<file path="config.mk">
export PLATFORM = sky130hd
export DESIGN_NAME = fp_round_norm
export DESIGN_NICKNAME = d
export VERILOG_FILES = /design/src/rtl/fp_round_norm.sv
export SDC_FILE = /design/constraint.sdc
export NUM_CORES = 1
export LEC_CHECK = 0
export BUFFER_PORTS_ARGS = -buffer_cell sky130_fd_sc_hd__buf_2
export CAP_MARGIN = 25
export CELL_PAD_IN_SITES_DETAIL_PLACEMENT = 1
export CELL_PAD_IN_SITES_GLOBAL_PLACEMENT = 1
export CORE_ASPECT_RATIO = 0.8
export CORE_MARGIN = 1.5
export CORE_UTILIZATION = 48
export CTS_BUF_LIST = sky130_fd_sc_hd__clkbuf_8
export CTS_CLUSTER_SIZE = 20
export DETAILED_ROUTE_END_ITERATION = 7
export GPL_ROUTABILITY_DRIVEN = 1
export PLACE_DENSITY_LB_ADDON = 0.08
export SYNTH_ARGS = -nofsm -noshare
export SYNTH_HDL_FRONTEND = slang
export SYNTH_SLANG_ARGS = --single-unit
</file>
<file path="constraint.sdc">
create_clock -name clk -period 6.6 [get_ports clk]
set_input_delay 0.99 -clock clk [delete_from_list [all_inputs] [get_ports clk]]
set_output_delay 0.99 -clock clk [all_outputs]
set_load 0.05 [all_outputs]
</file>
<file path="src/rtl/fp_round_norm.sv">
// Floating-point round-and-normalize pipeline: operand register, rounding stage,
// leading-zero normalization into registered outputs, with a single global advance enable.
module fp_round_norm #(
   parameter int DATA_W = 24,
   parameter int EXP_W  = 8
) (
   input  logic              clk,
   input  logic              rst_n,
   input  logic              in_valid,
   output logic              in_ready,
   input  logic              sign,
   input  logic [EXP_W-1:0]  exponent,
   input  logic [DATA_W+2:0] mantissa,
   input  logic [2:0]        rnd_mode,
   output logic              out_valid,
   input  logic              out_ready,
   output logic [EXP_W-1:0]  exponent_rnd,
   output logic [DATA_W-1:0] mantissa_rnd,
   output logic [3:0]        flags
);

   localparam int SH_W = $clog2(DATA_W + 1);
   localparam int CW   = (SH_W > EXP_W + 1) ? SH_W : EXP_W + 1;

   function automatic logic round_inc(input logic [2:0] mode, input logic sgn,
                                      input logic l, input logic g, input logic r, input logic s);
      logic x;
      x = g | r | s;
      case (mode)
         3'd1:    round_inc = 1'b0;
         3'd2:    round_inc = sgn & x;
         3'd3:    round_inc = ~sgn & x;
         3'd4:    round_inc = g;
         default: round_inc = g & (l | r | s);
      endcase
   endfunction

   // An all-zero significand reports DATA_W leading zeros.
   function automatic logic [SH_W-1:0] clz(input logic [DATA_W-1:0] v);
      clz = SH_W'(DATA_W);
      for (int i = 0; i < DATA_W; i++)
         if (v[i]) clz = SH_W'(DATA_W - 1 - i);
   endfunction

   logic              en;
   logic              vld_p0, vld_p1, vld_p2;
   logic              sign_p0;
   logic [EXP_W-1:0]  exp_p0;
   logic [DATA_W+2:0] mant_p0;
   logic [2:0]        mode_p0;
   logic [DATA_W-1:0] sig_p1;
   logic [EXP_W:0]    exp_p1;
   logic              inexact_p1;

   logic              inc_s1;
   logic [DATA_W:0]   sum_s1;
   logic [DATA_W-1:0] sig_s1;
   logic [EXP_W:0]    exp_s1;

   logic [SH_W-1:0]   lzc_s2;
   logic [CW-1:0]     lzc_w, exp_w, shift_w, adj_w;
   logic [DATA_W-1:0] mant_s2;
   logic [EXP_W-1:0]  exp_s2;
   logic [3:0]        flags_s2;

   assign en        = ~vld_p2 | out_ready;
   assign in_ready  = en;
   assign out_valid = vld_p2;

   // Stage 1: round the registered operand; a carry-out renormalizes to 1.000...
   always_comb begin
      inc_s1 = round_inc(mode_p0, sign_p0, mant_p0[3], mant_p0[2], mant_p0[1], mant_p0[0]);
      sum_s1 = {1'b0, mant_p0[DATA_W+2:3]} + (DATA_W + 1)'(inc_s1);
      if (sum_s1[DATA_W]) begin
         sig_s1 = {1'b1, {(DATA_W - 1){1'b0}}};
         exp_s1 = {1'b0, exp_p0} + (EXP_W + 1)'(1);
      end else begin
         sig_s1 = sum_s1[DATA_W-1:0];
         exp_s1 = {1'b0, exp_p0};
      end
   end

   // Stage 2: normalize, clamping the shift at the exponent so small values go subnormal.
   always_comb begin
      lzc_s2   = clz(sig_p1);
      lzc_w    = CW'(lzc_s2);
      exp_w    = CW'(exp_p1);
      shift_w  = (lzc_w < exp_w) ? lzc_w : exp_w;
      adj_w    = exp_w - shift_w;
      mant_s2  = sig_p1 << shift_w;
      exp_s2   = adj_w[EXP_W-1:0];
      flags_s2 = {2'b00, inexact_p1, 1'b0};
      if (sig_p1 == '0) begin
         mant_s2     = '0;
         exp_s2      = '0;
         flags_s2[0] = 1'b1;
      end else if (adj_w >= CW'({EXP_W{1'b1}})) begin
         mant_s2     = '0;
         exp_s2      = '1;
         flags_s2[3] = 1'b1;
      end else if (lzc_w > exp_w) begin
         flags_s2[2] = 1'b1;
      end
   end

   always_ff @(posedge clk) begin
      if (en) begin
         sign_p0    <= sign;
         exp_p0     <= exponent;
         mant_p0    <= mantissa;
         mode_p0    <= rnd_mode;
         sig_p1     <= sig_s1;
         exp_p1     <= exp_s1;
         inexact_p1 <= |mant_p0[2:0];
      end
   end

   always_ff @(posedge clk or negedge rst_n) begin
      if (!rst_n) begin
         vld_p0       <= 1'b0;
         vld_p1       <= 1'b0;
         vld_p2       <= 1'b0;
         exponent_rnd <= '0;
         mantissa_rnd <= '0;
         flags        <= '0;
      end else if (en) begin
         vld_p0 <= in_valid;
         vld_p1 <= vld_p0;
         vld_p2 <= vld_p1;
         if (vld_p1) begin
            exponent_rnd <= exp_s2;
            mantissa_rnd <= mant_s2;
            flags        <= flags_s2;
         end
      end
   end

endmodule

</file>
# After elaboration in Yosys (flattened, before gate mapping)
# Index checks and enable logic that the tools add are counted.
[classes] bitwise=10 addsub=3 order_cmp=3 reduce_logical=3 mux=36 shifts=1 n_eq_ne=4
[op_table] cell="$mux 5" n=23
[op_table] cell="$mux 24" n=2
[op_table] cell="$add 24x1->25" n=1
[op_table] cell="$logic_not 24->1" n=1
[op_table] cell="$mux 8" n=3
[op_table] cell="$shl 24x9->24" n=1
[op_table] cell="$add 8x1->9 const B" n=1
[op_table] cell="$ge 9x8->1 const B" n=1
[op_table] cell="$gt 5x9->1" n=1
[op_table] cell="$lt 5x9->1" n=1
[op_table] cell="$mux 9" n=1
[op_table] cell="$sub 9x9->9" n=1
[op_table] cell="$eq 3x2->1 const B" n=2
[op_table] cell="$or 1x1->1" n=5
[op_table] cell="$mux 1" n=4
[op_table] cell="$mux 4" n=1
[op_table] cell="$pmux 1 s4" n=1
[op_table] cell="$and 1x1->1" n=3
[op_table] cell="$eq 3x1->1 const B" n=1
[op_table] cell="$eq 3x3->1 const B" n=1
[op_table] cell="$reduce_or 3->1" n=1
[op_table] cell="$mux 2" n=1
[op_table] cell="$not 1->1" n=2
[op_table] cell="$reduce_and 2->1" n=1
[word_totals] register_bits=112 out_inout_bits=38 wordCells=74 inputBits=43

# Logic depth before layout (Yosys ltp)
# Gate-level depths: netlist of the first run.
[logic_depth] word_depth=30 mapped_depth=25 ltp_nobuf=22

# Least setup slack after synthesis of the first run
# OpenSTA, ideal clock, no wires.
[synth_path] path_kind="flip-flop to flip-flop" from="register sig_p1[16]" to="register mantissa_rnd[0]" period_less_slack_ns=5.122 slack_ns=1.478 n_path_buf=4 setup_ns=0.067 t_required_ns=6.533 arrival_time_ns=5.055 path_stages_with_launch=24 path_cell_list="edfxtp_1 -> buf_6 -> or4_1 -> o21ai_1 -> a31oi_1 -> ha_1 -> o21a_1 -> o31ai_1 -> a21o_1 -> buf_2 -> mux2i_1 -> nand2_1 -> buf_4 -> buf_2 -> ha_1 -> fa_1 -> nand2b_1 -> a21oi_1 -> nor2_1 -> xor2_1 -> nor4_4 -> nand2_1 -> nor2_1 -> a22o_1"
[synth_via] elab_chain_len=14 word_cells_on_any_way=16 classes_between="add/sub: 1; order compare: 2; shift: 1; mux: 11; reduce/logical: 1"
[synth_rtl] element="from (decl)" line="51" source="logic [DATA_W-1:0] sig_p1;"
[synth_rtl] element="from (signal assigned)" line="112" source="sig_p1 <= sig_s1;"
[synth_rtl] element="$mux 5 (8 in a row)" line="42" source="if (v[i]) clz = SH_W'(DATA_W - 1 - i);"
[synth_rtl] element="$lt 5x9->1" line="88" source="shift_w = (lzc_w < exp_w) ? lzc_w : exp_w;"
[synth_rtl] element="$mux 9" line="88"
[synth_rtl] element="$sub 9x9->9" line="89" source="adj_w = exp_w - shift_w;"
[synth_rtl] element="$ge 9x8->1" line="97" source="end else if (adj_w >= CW'({EXP_W{1'b1}})) begin"
[synth_rtl] element="$mux 24" line="97"
[synth_rtl] element="$mux 24 *" line="93" source="if (sig_p1 == '0) begin"
[synth_rtl] element="to (signal assigned)" line="132" source="mantissa_rnd <= mant_s2;"
[synth_rtl] element="to (decl)" line="18" source="output logic [DATA_W-1:0] mantissa_rnd,"
# Every way passes the cells marked *; elsewhere a longest branch is shown, timed or not.
# A chain may end at the register's enable or synchronous reset.

# Final worst setup path of the first run
[layout_path] from="register sig_p1[0]" to="register mantissa_rnd[0]"
[layout_via] elab_chain_len=30 word_cells_on_any_way=32 classes_between="add/sub: 1; order compare: 2; shift: 1; mux: 27; reduce/logical: 1"
[layout_rtl] element="$mux 4" line="42"
[layout_rtl] element="$mux 5 (23 in a row)" line="42"
[layout_rtl] element="$lt 5x9->1" line="88"
[layout_rtl] element="$mux 9" line="88"
[layout_rtl] element="$sub 9x9->9" line="89"
[layout_rtl] element="$ge 9x8->1" line="97"
[layout_rtl] element="$mux 24" line="97"
[layout_rtl] element="$mux 24 *" line="93"
# Marks and branches as above.

==> results of run 1 <==
[routing by layer]
layer / vias up / track usage / wire, um
met3: 12 / 0.0481 / 602
li1: 2226 / - / -
met4: 0 / 0.0651 / 117
met5: - / 0 / 0
met2: 102 / 0.365 / 7070
met1: 2302 / 0.321 / 7240
[cell families after synthesis]
| family | synth area share |
|---|---|
| adders and majority gates | 0.0294 |
| xor gates and xnor gates | 0.0494 |
| muxes | 0.107 |
| AOI/OAI and AO/OA | 0.129 |
| DFF | 0.511 |
| buffers and inverters | 0.0296 |
| and+or+nand+nor | 0.145 |
[sequential cells by signal (all words and copies together) (netlist names)]
signal / flops
vld_p0: 1
exp_p1: 9
mantissa_rnd: 24
sig_p1: 24
exponent_rnd: 8
exp_p0: 8
flags: 4
mode_p0: 3
sign_p0: 1
vld_p1: 1
out_valid: 1
inexact_p1: 1
mant_p0: 27
[area by class of cell]
type	count	area, um2	share of cell area
tap	171	214	0.0308
clock inverter	7	68.8	0.00992
inverter	15	58.8	0.00847
clock buffer	9	124	0.0179
timing repair buffer	86	445	0.0642
sequential	112	3170	0.457
multi-input combinational	404	2860	0.412
[worst max-delay path, cell delays in order, from the launching register on]
cell                       delay (ns)
sky130_fd_sc_hd__edfxtp_1        0.50
sky130_fd_sc_hd__nor4_1          0.61
sky130_fd_sc_hd__nand2b_1        0.19
sky130_fd_sc_hd__a31oi_1         0.13
sky130_fd_sc_hd__ha_1            0.34
sky130_fd_sc_hd__o21a_1          0.17
sky130_fd_sc_hd__o31ai_1         0.08
sky130_fd_sc_hd__a21o_1          0.36
sky130_fd_sc_hd__mux2_4          0.45
sky130_fd_sc_hd__inv_4           0.29
sky130_fd_sc_hd__ha_1            0.34
sky130_fd_sc_hd__a21oi_1         0.22
sky130_fd_sc_hd__a21boi_0        0.14
sky130_fd_sc_hd__o21a_1          0.24
sky130_fd_sc_hd__o211a_1         0.24
sky130_fd_sc_hd__o2111a_1        0.30
sky130_fd_sc_hd__nor4_4          0.14
sky130_fd_sc_hd__buf_4           0.20
sky130_fd_sc_hd__nand2_1         0.24
sky130_fd_sc_hd__nor2_1          0.30
sky130_fd_sc_hd__a22o_1          0.19
[report_power, final]
part / switching [mW] / internal, mW / total [mW] / leakage (nW)
clock: 0.235 / 0.175 / 0.411 / 0.0936
sequential: 0.153 / 0.957 / 1.11 / 1.22
combinational: 0.851 / 0.385 / 1.24 / 1.65
total: 1.24 / 1.52 / 2.76 / 2.96
[cells in the final DEF (no fill, tap or decap), types with 8 or more instances in the layout]
master / instances
sky130_fd_sc_hd__a21o_1: 8
sky130_fd_sc_hd__xnor2_1: 18
sky130_fd_sc_hd__buf_2: 80
sky130_fd_sc_hd__mux2i_1: 50
sky130_fd_sc_hd__nand2_1: 53
sky130_fd_sc_hd__ha_1: 13
sky130_fd_sc_hd__dfrtp_1: 39
sky130_fd_sc_hd__o21ai_1: 8
sky130_fd_sc_hd__o21ai_0: 12
sky130_fd_sc_hd__nor2_1: 47
sky130_fd_sc_hd__edfxtp_1: 73
sky130_fd_sc_hd__clkbuf_8: 9
sky130_fd_sc_hd__xor2_1: 17
sky130_fd_sc_hd__and3_1: 13
sky130_fd_sc_hd__nor2b_1: 9
sky130_fd_sc_hd__a21oi_1: 18
sky130_fd_sc_hd__nand3_1: 14
sky130_fd_sc_hd__inv_1: 12
sky130_fd_sc_hd__nor4_1: 10
sky130_fd_sc_hd__mux2_2: 9
[path summary, 6_finish.rpt]
check                      slack (ns)            start  depth (start not counted)          endpoint
min reg2reg                      0.48  exponent_rnd[2]                          1   exponent_rnd[2]
min in group asynchronous        0.70            rst_n                          1   exponent_rnd[7]
max in group asynchronous        5.38            rst_n                          1  mantissa_rnd[14]
min                              0.48  exponent_rnd[2]                          1   exponent_rnd[2]
max reg2reg                      0.85        sig_p1[0]                         20   mantissa_rnd[0]
max                              0.85        sig_p1[0]                         20   mantissa_rnd[0]
[metrics by stage]
| stage | total power, mW | cells |
|---|---|---|
| after floorplan | 2.02 | 551 |
| after global placement | 2.31 | 788 |
| after detailed placement | 2.36 | 788 |
| after CTS | 2.77 | 804 |
| after global routing | 2.91 | 804 |
| final | 2.76 | 804 |
==> results by stage, run 1 <==
Layout:
- The layout filler cell count is 1358.
- At the end of the flow, the number of nets in the layout was 685.
- Of the cells placed in the final design, the portion with a size suffix greater than 1 is 0.188.
- The final instance area is 6940 um2.
- The area growth from synthesis to layout is 11.8%.
- 0 antenna diodes ended up in the layout.
- The final standard cell utilization of the core is 0.560.

Timing:
- The final number of hold-violating endpoints was 0.
- The final setup TNS is 0 ns.
- The maximum frequency from static timing analysis is 174 MHz.
- The worst-margin pin slew is 0.939 ns.
- Setup repair after global routing left no endpoint under its margin.
- The number of pins with negative max-slew slack in the final report came to 0.
- The share of the cycle needed by the critical path after routing is 0.872.
- On the final layout, the worst clock skew is 0.00926 ns.
- The worst setup slack after layout is 0.845 ns.
- The smallest clock period supported by the final layout is computed as 5.75 ns.
- The worst hold slack is 0.476 ns.
- The worst slew slack as a fraction of its limit is 0.374.
- Setup violations remaining at the end of the flow were counted as 0.

Placed design:
- The final HPWL from detailed placement is 11.5 mm.
- The cell area after placement is 6750 um2.
- The weighted congestion reported at the end of routability-driven placement is 0.836.
- During placement, the flow inserted port buffers numbering 80.
- At the placement stage, the worst setup path has a slack of 0.948 ns.

Drt:
- In the final routed layout, each cell accounts on average for 18.7 um.
- The final layout contains routed wiring with a total length of 15.0 mm.
- In the routed design, unresolved DRC markers number 0.
- The first detailed-routing pass took 4 iterations.
- The post-route antenna net violation count is 0.
- In the routed layout, each cell is associated on average with a via count of 5.77.
- The DRC violation total after the first TritonRoute iteration is 323.
- The routed layout has 4642 vias.

CTS:
- Post-CTS timing repair inserted 0 buffers for setup.
- The clock latency of the later-clocked register in the worst-skew pair is 0.39 ns.
- After clock tree synthesis, the clock-pin slew on the worst setup and hold paths is 0.10 ns.
- The TritonCTS clock tree is done.
- Hold repair after CTS inserted 0 buffers.
- The worst-case clock buffer depth is 2.
- The clock drives 112 sinks.
- CTS placed an instance of sky130_fd_sc_hd__clkbuf_8 at the clock tree root.
- Clock tree synthesis inserted a total of 9 buffers.
- Once the clock tree was built, the resizer swapped 0 gates to a different size.
- In this run the number of H-tree levels came out at 3.

Synth:
- The most repeated cell in the gate-level netlist after synthesis is sky130_fd_sc_hd__edfxtp_1.
- During synthesis, Yosys emitted a total of 0 warnings.
- The sequential-to-total area share from yosys stat is 0.511.
- The net count of the mapped netlist is 608.
- The share of synthesized flip-flops with an asynchronous set or reset is 0.348.
- Sorting the synthesized cells by how often they occur yields sky130_fd_sc_hd__edfxtp_1 (73), sky130_fd_sc_hd__nand2_1 (53), sky130_fd_sc_hd__mux2i_1 (50), sky130_fd_sc_hd__nor2_1 (47), sky130_fd_sc_hd__dfrtp_1 (39).
- In the synthesized netlist the dominant register cell turns out to be sky130_fd_sc_hd__edfxtp_1.
- Sorting the synthesized cells by area gives the leading types as sky130_fd_sc_hd__edfxtp_1 (35%), sky130_fd_sc_hd__dfrtp_1 (16%), sky130_fd_sc_hd__mux2i_1 (8.1%).
- The distinct cell type count of the synthesized netlist is 65.
- The number of enable flip-flop cells after synthesis is 73.
- Each instance of the synthesized netlist takes up on average 11.3 um2.
- The library cell with the largest summed area after synthesis is sky130_fd_sc_hd__edfxtp_1.
- The post-synth design cell area is 6200 um2.
- Synthesis handed over a netlist of 551 instances.
- The area fraction of the dominant cell type after synthesis is 0.353.
- The number of storage elements in the synthesis netlist is 112.

Setup path:
- The largest fanout of any net on the critical path is 22.
- The worst setup path is launched from a register.
- STA classifies the critical path endpoint as a register.
- The data arrival time at the worst-slack endpoint is 6.08 ns.
- The critical path is of the reg -> reg type.
- At the worst endpoint, the required time is 6.93 ns.

Die:
- The number of primary I/O pins is 81.
- The die is 105 um tall.
- The area of the die is 13600 um2.
- In this run the core area contains 36 standard-cell rows.
- For this configuration, the core starts out at a cell density of 0.501.
- The floorplan core area is 12400 um2.
- The floorplan die width is 130 um.

Pwr:
- In this run the static leakage power is 2.96 nW.
- The cell area power density is 397 nW/um2.
- The largest voltage drop on the vdd net is 0.185 mV.

Hold path:
- In this run the worst hold path is classified as reg -> reg.

GRT:
- The number of antenna violations at the first check in global routing was 0.
- For this run the aggregate overflow at the end of global routing stands at 0.
- Across every metal layer, demand over resource in global routing totals 0.231.
- The number of global-route vias before repair is 4751.
- Entering global routing, the biggest net connects 77 pins.
- The first global-routing pass estimated 24.5 mm of wire.

Run:
- The reported max-cap violation count is 0.

Run status:
- The flow ran to the end, and the final reports show no timing, DRC or antenna violations.
Power figures use the tool's default switching activity.
==> run 2: changes to the inputs <==
--- a/config.mk
+++ b/config.mk
@@ -10,7 +10,7 @@
 export CELL_PAD_IN_SITES_DETAIL_PLACEMENT = 1
 export CELL_PAD_IN_SITES_GLOBAL_PLACEMENT = 1
 export CORE_ASPECT_RATIO = 0.8
-export CORE_MARGIN = 1.5
+export CORE_MARGIN = 3
 export CORE_UTILIZATION = 48
 export CTS_BUF_LIST = sky130_fd_sc_hd__clkbuf_8
 export CTS_CLUSTER_SIZE = 20
@@ -20,3 +20,4 @@
 export SYNTH_ARGS = -nofsm -noshare
 export SYNTH_HDL_FRONTEND = slang
 export SYNTH_SLANG_ARGS = --single-unit
+export TNS_END_PERCENT = 10
==> results by stage, run 2 (synthesized netlist as in run 1, its figures left out) <==
Drt:
- Summing over every cut layer, the via total after detailed routing is 4570.
- The total DRC errors in the routed layout is 0.
- For this block, the initial DRC count from the detailed router was 325.
- Dividing the detail-routed wire length by the instance count gives 18.5 um.
- Using the TritonRoute via totals, the vias-per-cell ratio works out to 5.68.
- For this block, the routed nets add up to 14.9 mm of wire.
- The count of nets left with antenna violations once routing finished came out at 0.
- The first TritonRoute pass finished after 4 iterations.

CTS:
- TritonCTS built the clock tree.
- The clock transition at the registers of the reported paths is 0.10 ns.
- The number of levels in the clock H-tree is 3.
- Buffers inserted during clock tree synthesis total 9.
- The clock net in this run drives a total of 112 sinks.
- In this run, post-CTS repair resized a total of 0 instances.
- The clock latency of the later-clocked register in the worst-skew pair is 0.39 ns.
- The number of buffers added for setup after CTS is 0.
- The root buffer cell chosen for the clock tree is sky130_fd_sc_hd__clkbuf_8.
- Buffers inserted to repair hold after CTS numbered 0.
- The worst-case clock buffer depth is 2.

Timing:
- The final critical path time including I/O delays and setup is 5.67 ns.
- Measured against its own limit, the worst slew margin works out to 0.352.
- The setup violation total in the final timing report is 0.
- The worst-margin pin slew is 0.973 ns.
- The final setup TNS is 0 ns.
- The share of the cycle needed by the critical path after routing is 0.859.
- The worst setup slack after layout is 0.928 ns.
- The number of pins with negative max-slew slack in the final report came to 0.
- Setup repair after global routing left no endpoint under its margin.
- Based on the critical path, the design can be clocked at up to 176 MHz.
- The final number of hold-violating endpoints is 0.
- For the final database, setup skew stands at 0.0109 ns.

GRT:
- The number of antenna violations at the first check in global routing is 0.
- The first-pass GRT wire length is 24.4 mm.
- The number of global-route vias before repair is 4648.
- The overflow left after global routing is 0.
- The largest net degree at the start of global routing is 78.
- The overall routing resource usage is 0.213.

Setup path:
- For this design, the slowest cell found on the critical path is sky130_fd_sc_hd__edfxtp_1.
- STA classifies the critical path startpoint as a register.
- The element type at the critical path end is a register.
- The largest delay contributor family on the critical path is compound AO/OA/AOI/OAI gates.
- Together, buffers and inverters on the worst path number 2.
- The startpoint of the worst-slack reg-to-reg timing path is sig_p1[3].
- The largest fanout of any net on the critical path is 22.
- The signal on the critical path passes through o311ai_0 > nand3_1 > a31oi_1 > ha_1 > nor2b_1 > o31ai_1 > a21o_1 > mux2_4 > inv_4 > ha_1 > a21oi_1 > a21boi_0 > o21a_1 > o211a_1 > o2111a_1 > nor4_4 > buf_4 > nand2_1 > nor2_1 > a22o_1.
- Counting cells, the worst reg-to-reg path comes to 20.
- For the worst setup path, the data arrival time is 5.99 ns.
- The critical path start-end classification is reg -> reg.
- Setup slack on the worst reg-to-reg path comes out at 0.93 ns.
- The library cell appearing most often on the critical path is sky130_fd_sc_hd__ha_1.
- The delay of the slowest cell on the worst path is 0.49 ns.
- The worst register-to-register path ends at mantissa_rnd[1].
- The data required time at the worst endpoint is 6.92 ns.

Pwr:
- In this run the power density over the cells is 395 nW/um2.
- VDD sags by at most 0.194 mV.
- The total power is 2.74 mW.
- The standby leakage power is 2.97 nW.

Layout:
- 0 antenna diodes ended up in the layout.
- The largest registers in the layout are mant_p0 x27, mantissa_rnd x24, sig_p1 x24.
- The net count of the finished layout is 685.
- Leaving out fill and tap cells, the most frequent cell in the layout is sky130_fd_sc_hd__buf_2.
- Relative to the synthesized area, the layout overhead comes to 11.8%.
- The top cell types in the final layout, fill and taps aside, are sky130_fd_sc_hd__buf_2 (80), sky130_fd_sc_hd__edfxtp_1 (73), sky130_fd_sc_hd__nand2_1 (53).
- The register with the most flip-flops in the final layout is mant_p0.
- Of the cells placed in the final design, the portion with a size suffix greater than 1 is 0.185.
- The register with the most flip-flops in the layout has 27 of them.

Placed design:
- Input and output buffers added on the ports amount to 80.
- The weighted congestion reported at the end of routability-driven placement is 0.872.
- The wire-length estimate of the detail-placed layout is 11.3 mm.
- The pre-CTS setup slack is 0.968 ns.

Hold path:
- The startpoint of the lowest-slack hold path is exponent_rnd[2].
- The destination of the worst hold path is exponent_rnd[2].
- In this run the worst hold path is classified as reg -> reg.
- Along the worst hold path, the cell count comes to 1.

Run status:
- The flow ran to the end, and the final reports show no timing, DRC or antenna violations.

Die:
- The effective utilization at floorplan is 0.501.
- The die is 108 um tall.
- The core region is 12400 um2.
- From left edge to right edge, the die measures 133 um.
- The number of core rows is 36.
- 81 I/O pins were placed.
- The area of the die is 14300 um2.

Run:
- The tool flagged a number of max-cap violations equal to 0.
[run 2: layout make-up]
class / instances / area [um2]
Timing Repair Buffer: 86 / 445
Sequential cell: 112 / 3170
Tap cell: 171 / 214
Clock buffer: 9 / 124
Clock inverter: 7 / 63.8
Multi-Input combinational cell: 404 / 2860
Inverter: 15 / 58.8
Fill cell: 1341 / 5450
[run 2: worst max path at each step]
stage	from	end	cells past startpoint
after global routing	sig_p1[0]	mantissa_rnd[1]	20
after global placement	sig_p1[3]	mantissa_rnd[0]	20
final	sig_p1[3]	mantissa_rnd[1]	20
after CTS	sig_p1[3]	mantissa_rnd[1]	20
after detailed placement	sig_p1[3]	mantissa_rnd[1]	20
after floorplan	sig_p1[16]	mantissa_rnd[0]	23
[run 2: report_power, final]
group / total (mW) / switching, mW / internal [mW]
logic: 1.23 / 0.846 / 0.385
registers: 1.11 / 0.150 / 0.957
clock network: 0.400 / 0.227 / 0.173
total: 2.74 / 1.22 / 1.52
[run 2: metal layers]
layer  part of all wire  up-vias  GRT usage
met5                  0        -          0
li1                   -     2226          -
met3              0.051       20     0.0458
met2               0.46      112      0.342
met4              0.016        0     0.0617
met1               0.48     2212      0.294
[run 2: per-stage QoR]
stage               utilization  hold WS [ns]  cells  area [um2]
floorplan                     -         0.453    551        6200
global placement          0.545         0.453    788        6750
detailed placement        0.545         0.460    788        6750
CTS                       0.560         0.483    804        6930
global route              0.560         0.511    804        6930
finish                    0.560         0.477    804        6930
==> run 3: changes to the inputs <==
--- a/config.mk
+++ b/config.mk
@@ -11,7 +11,7 @@
 export CELL_PAD_IN_SITES_GLOBAL_PLACEMENT = 1
 export CORE_ASPECT_RATIO = 0.8
 export CORE_MARGIN = 3
-export CORE_UTILIZATION = 48
+export CORE_UTILIZATION = 43
 export CTS_BUF_LIST = sky130_fd_sc_hd__clkbuf_8
 export CTS_CLUSTER_SIZE = 20
 export DETAILED_ROUTE_END_ITERATION = 7
==> constraint.sdc (replaced) <==
create_clock -name clk -period 4.9 [get_ports clk]
set_input_delay 0.735 -clock clk [delete_from_list [all_inputs] [get_ports clk]]
set_output_delay 0.735 -clock clk [all_outputs]
set_load 0.05 [all_outputs]
==> results by stage, run 3 (synthesized netlist as in run 1, its figures left out) <==
Run status:
- The run finished with clean final reports.

CTS:
- The TritonCTS buffer count is 9.
- In this run, post-CTS hold repair placed 0 buffers.
- The clock latency of the later-clocked register in the worst-skew pair is 0.40 ns.
- The worst-case clock buffer depth is 2.
- The H-tree was split into 3 levels.
- Clock-pin slew was measured on the worst setup and hold paths at 0.11 ns.
- The master cell of the clock root buffer is sky130_fd_sc_hd__clkbuf_8.
- The total clock sinks is 112.
- The TritonCTS clock tree is done.

Placed design:
- The final HPWL from detailed placement is 12.8 mm.
- The count of buffers added on input and output ports is 80.
- The weighted congestion reported at the end of routability-driven placement is 0.910.
- The pre-CTS setup slack is -0.101 ns.
- The number of placed instances, taps included, is 830.

Layout:
- The footprint of the flip-flops and latches is 3170 um2.
- The number of antenna diodes is 0.
- Once layout is complete, the utilization of the core stands at 0.554.
- Summing all multi-input logic gate instances after layout gives 3100 um2.
- The number of nets in the layout is 747.
- The largest registers in the layout are mant_p0 x27, mantissa_rnd x24, sig_p1 x24.
- The number of non-filler instances in the completed layout is 875.
- After filler insertion, the fill cell instance count of the layout stands at 1525.
- Of the cells placed in the final design, the portion with a size suffix greater than 1 is 0.322.
- The top register by number of flip-flops is mant_p0.
- In the layout the commonest cells are sky130_fd_sc_hd__buf_2 (80), sky130_fd_sc_hd__edfxtp_1 (73), sky130_fd_sc_hd__buf_4 (66).
- The flip-flop count of the largest register after layout is 27.
- The area growth from synthesis to layout is 23.5%.
- The library cell used most frequently in the layout, excluding fill and tap cells, is sky130_fd_sc_hd__buf_2.

Timing:
- The final critical path time including I/O delays and setup is 4.88 ns.
- The clock arrives with 0.0137 ns of skew.
- The setup violation total in the final timing report is 0.
- The maximum frequency from static timing analysis is 205 MHz.
- Setup repair after global routing could not meet its margin everywhere.
- The share of the cycle needed by the critical path after routing is 0.997.
- The final number of hold-violating endpoints is 0.
- At the pin with the least slew margin, the transition time is 0.954 ns.
- The number of pins with negative max-slew slack in the final report was 0.
- The worst slew slack as a fraction of its limit is 0.364.
- The worst setup slack after layout is 0.0159 ns.

Drt:
- Dividing the detail-routed wire length by the instance count gives 19.5 um.
- The routed wire length is 17.1 mm.
- The DRC violation total after the first TritonRoute iteration is 270.
- Dividing the detail-routed via count by the number of cells gives 5.67.
- The number of iterations in the first detailed-routing pass is 4.
- The post-route antenna net violation count is 0.
- The total DRC errors in the routed layout is 0.
- The total vias in the final route is 4958.

Setup path:
- The critical path start-end classification is reg -> reg.
- The worst setup path is captured at a register.
- The startpoint of the worst-slack reg-to-reg timing path is sig_p1[19].
- The worst setup path is launched from a register.
- In this run the worst setup path begins at sig_p1[19].
- The data arrival time at the worst-slack endpoint is 5.21 ns.
- STA puts the critical path data required time at 5.23 ns.
- The largest fanout of any net on the critical path is 6.

Die:
- The floorplan step set the die height to 113 um.
- The floorplan die width is 140 um.
- Pin placement for this block handled 81 I/O pins.
- In this run the core area contains 38 standard-cell rows.
- For this configuration, the core starts out at a cell density of 0.448.
- The floorplan core area is 13800 um2.
- The die covers 15900 um2.

GRT:
- The first global-routing pass estimated 27.0 mm of wire.
- The overflow left after global routing is 0.
- The number of global-route vias before repair is 5047.
- The largest net degree at the start of global routing is 78.
- The number of antenna violations at the first check in global routing came to 0.
- For this run, the total global-route usage over all layers was measured as 0.214.

Pwr:
- The cell area power density is 517 nW/um2.
- Summed over all cells, the static leakage comes to 3.27 nW.
- The largest voltage drop on the vdd net is 0.370 mV.

Run:
- Max-cap violations in this run came to 0.

Hold path:
- The tightest min-delay check is of the in -> async type.
run 3: cell types whose count changed in the layout (fill, tap and decap cells not counted), sizes merged:
| cell | previous run | this run |
|---|---|---|
| inv | 16 | 18 |
| bufinv | 1 | 0 |
| clkinv | 5 | 4 |
| buf | 86 | 148 |
run 3: path summary, 6_finish.rpt:
kind	endpoint	slack [ns]	cells after the start
worst min register to register	exponent_rnd[5]	0.48	1
max in group asynchronous	mantissa_rnd[4]	3.91	1
worst min-delay path	mantissa_rnd[3]	0.45	1
worst max register to register	mantissa_rnd[20]	0.02	23
worst max-delay path	mantissa_rnd[20]	0.02	23
min in group clk	exponent_rnd[5]	0.48	1
run 3: layout make-up:
class	count	share of cell area
Clock inverter	7	0.00931
Tap cell	180	0.0294
Clock buffer	9	0.0162
Multi-Input combinational cell	404	0.404
Timing Repair Buffer	148	0.120
Inverter	15	0.00767
Sequential cell	112	0.413
run 3: repair_timing:
action,in CTS,in global routing
setup endpoints to repair,14,31
resized for setup,2,46
buffers inserted,1,28
pin swaps,0,23
run 3: critical path, stage by stage, from the launching register on:
cell                       delay [ns]
sky130_fd_sc_hd__edfxtp_1        0.52
sky130_fd_sc_hd__nor2_1          0.13
sky130_fd_sc_hd__o31ai_1         0.12
sky130_fd_sc_hd__a211o_1         0.33
sky130_fd_sc_hd__a31oi_2         0.21
sky130_fd_sc_hd__ha_1            0.28
sky130_fd_sc_hd__nor2b_2         0.16
sky130_fd_sc_hd__o31ai_2         0.27
sky130_fd_sc_hd__a21o_1          0.24
sky130_fd_sc_hd__buf_6           0.15
sky130_fd_sc_hd__mux2_4          0.32
sky130_fd_sc_hd__inv_4           0.07
sky130_fd_sc_hd__ha_4            0.22
sky130_fd_sc_hd__a21oi_4         0.14
sky130_fd_sc_hd__a21boi_2        0.08
sky130_fd_sc_hd__o21a_1          0.22
sky130_fd_sc_hd__o211a_1         0.26
sky130_fd_sc_hd__o2111a_2        0.30
sky130_fd_sc_hd__nor4_4          0.13
sky130_fd_sc_hd__buf_4           0.19
sky130_fd_sc_hd__buf_6           0.12
sky130_fd_sc_hd__a31oi_1         0.04
sky130_fd_sc_hd__a21boi_2        0.18
sky130_fd_sc_hd__o21ai_1         0.14
run 3: report_power, final:
group / leakage, nW / switching, mW / internal [mW]
Sequential: 1.22 / 0.196 / 1.29
Clock: 0.100 / 0.346 / 0.201
Combinational: 1.96 / 1.25 / 0.677
run 3: stage by stage:
stage	hold WS (ns)	power [mW]	setup TNS [ns]	instance area (um2)
finish	0.446	3.96	0	7660
CTS	0.463	3.82	-0.246	7250
global route	0.469	4.20	-1.98	7660
floorplan	0.439	2.73	0	6240
detailed placement	0.461	3.26	-0.345	7040
global placement	0.457	3.23	0	7040
run 3: layer usage:
| metal | up-vias | routed length (um) | global-route usage |
|---|---|---|---|
| met5 | - | 0 | 0 |
| met4 | 0 | 227 | 0.0581 |
| met3 | 16 | 644 | 0.0427 |
| met2 | 101 | 8130 | 0.341 |
| met1 | 2488 | 8060 | 0.300 |
| li1 | 2353 | - | - |
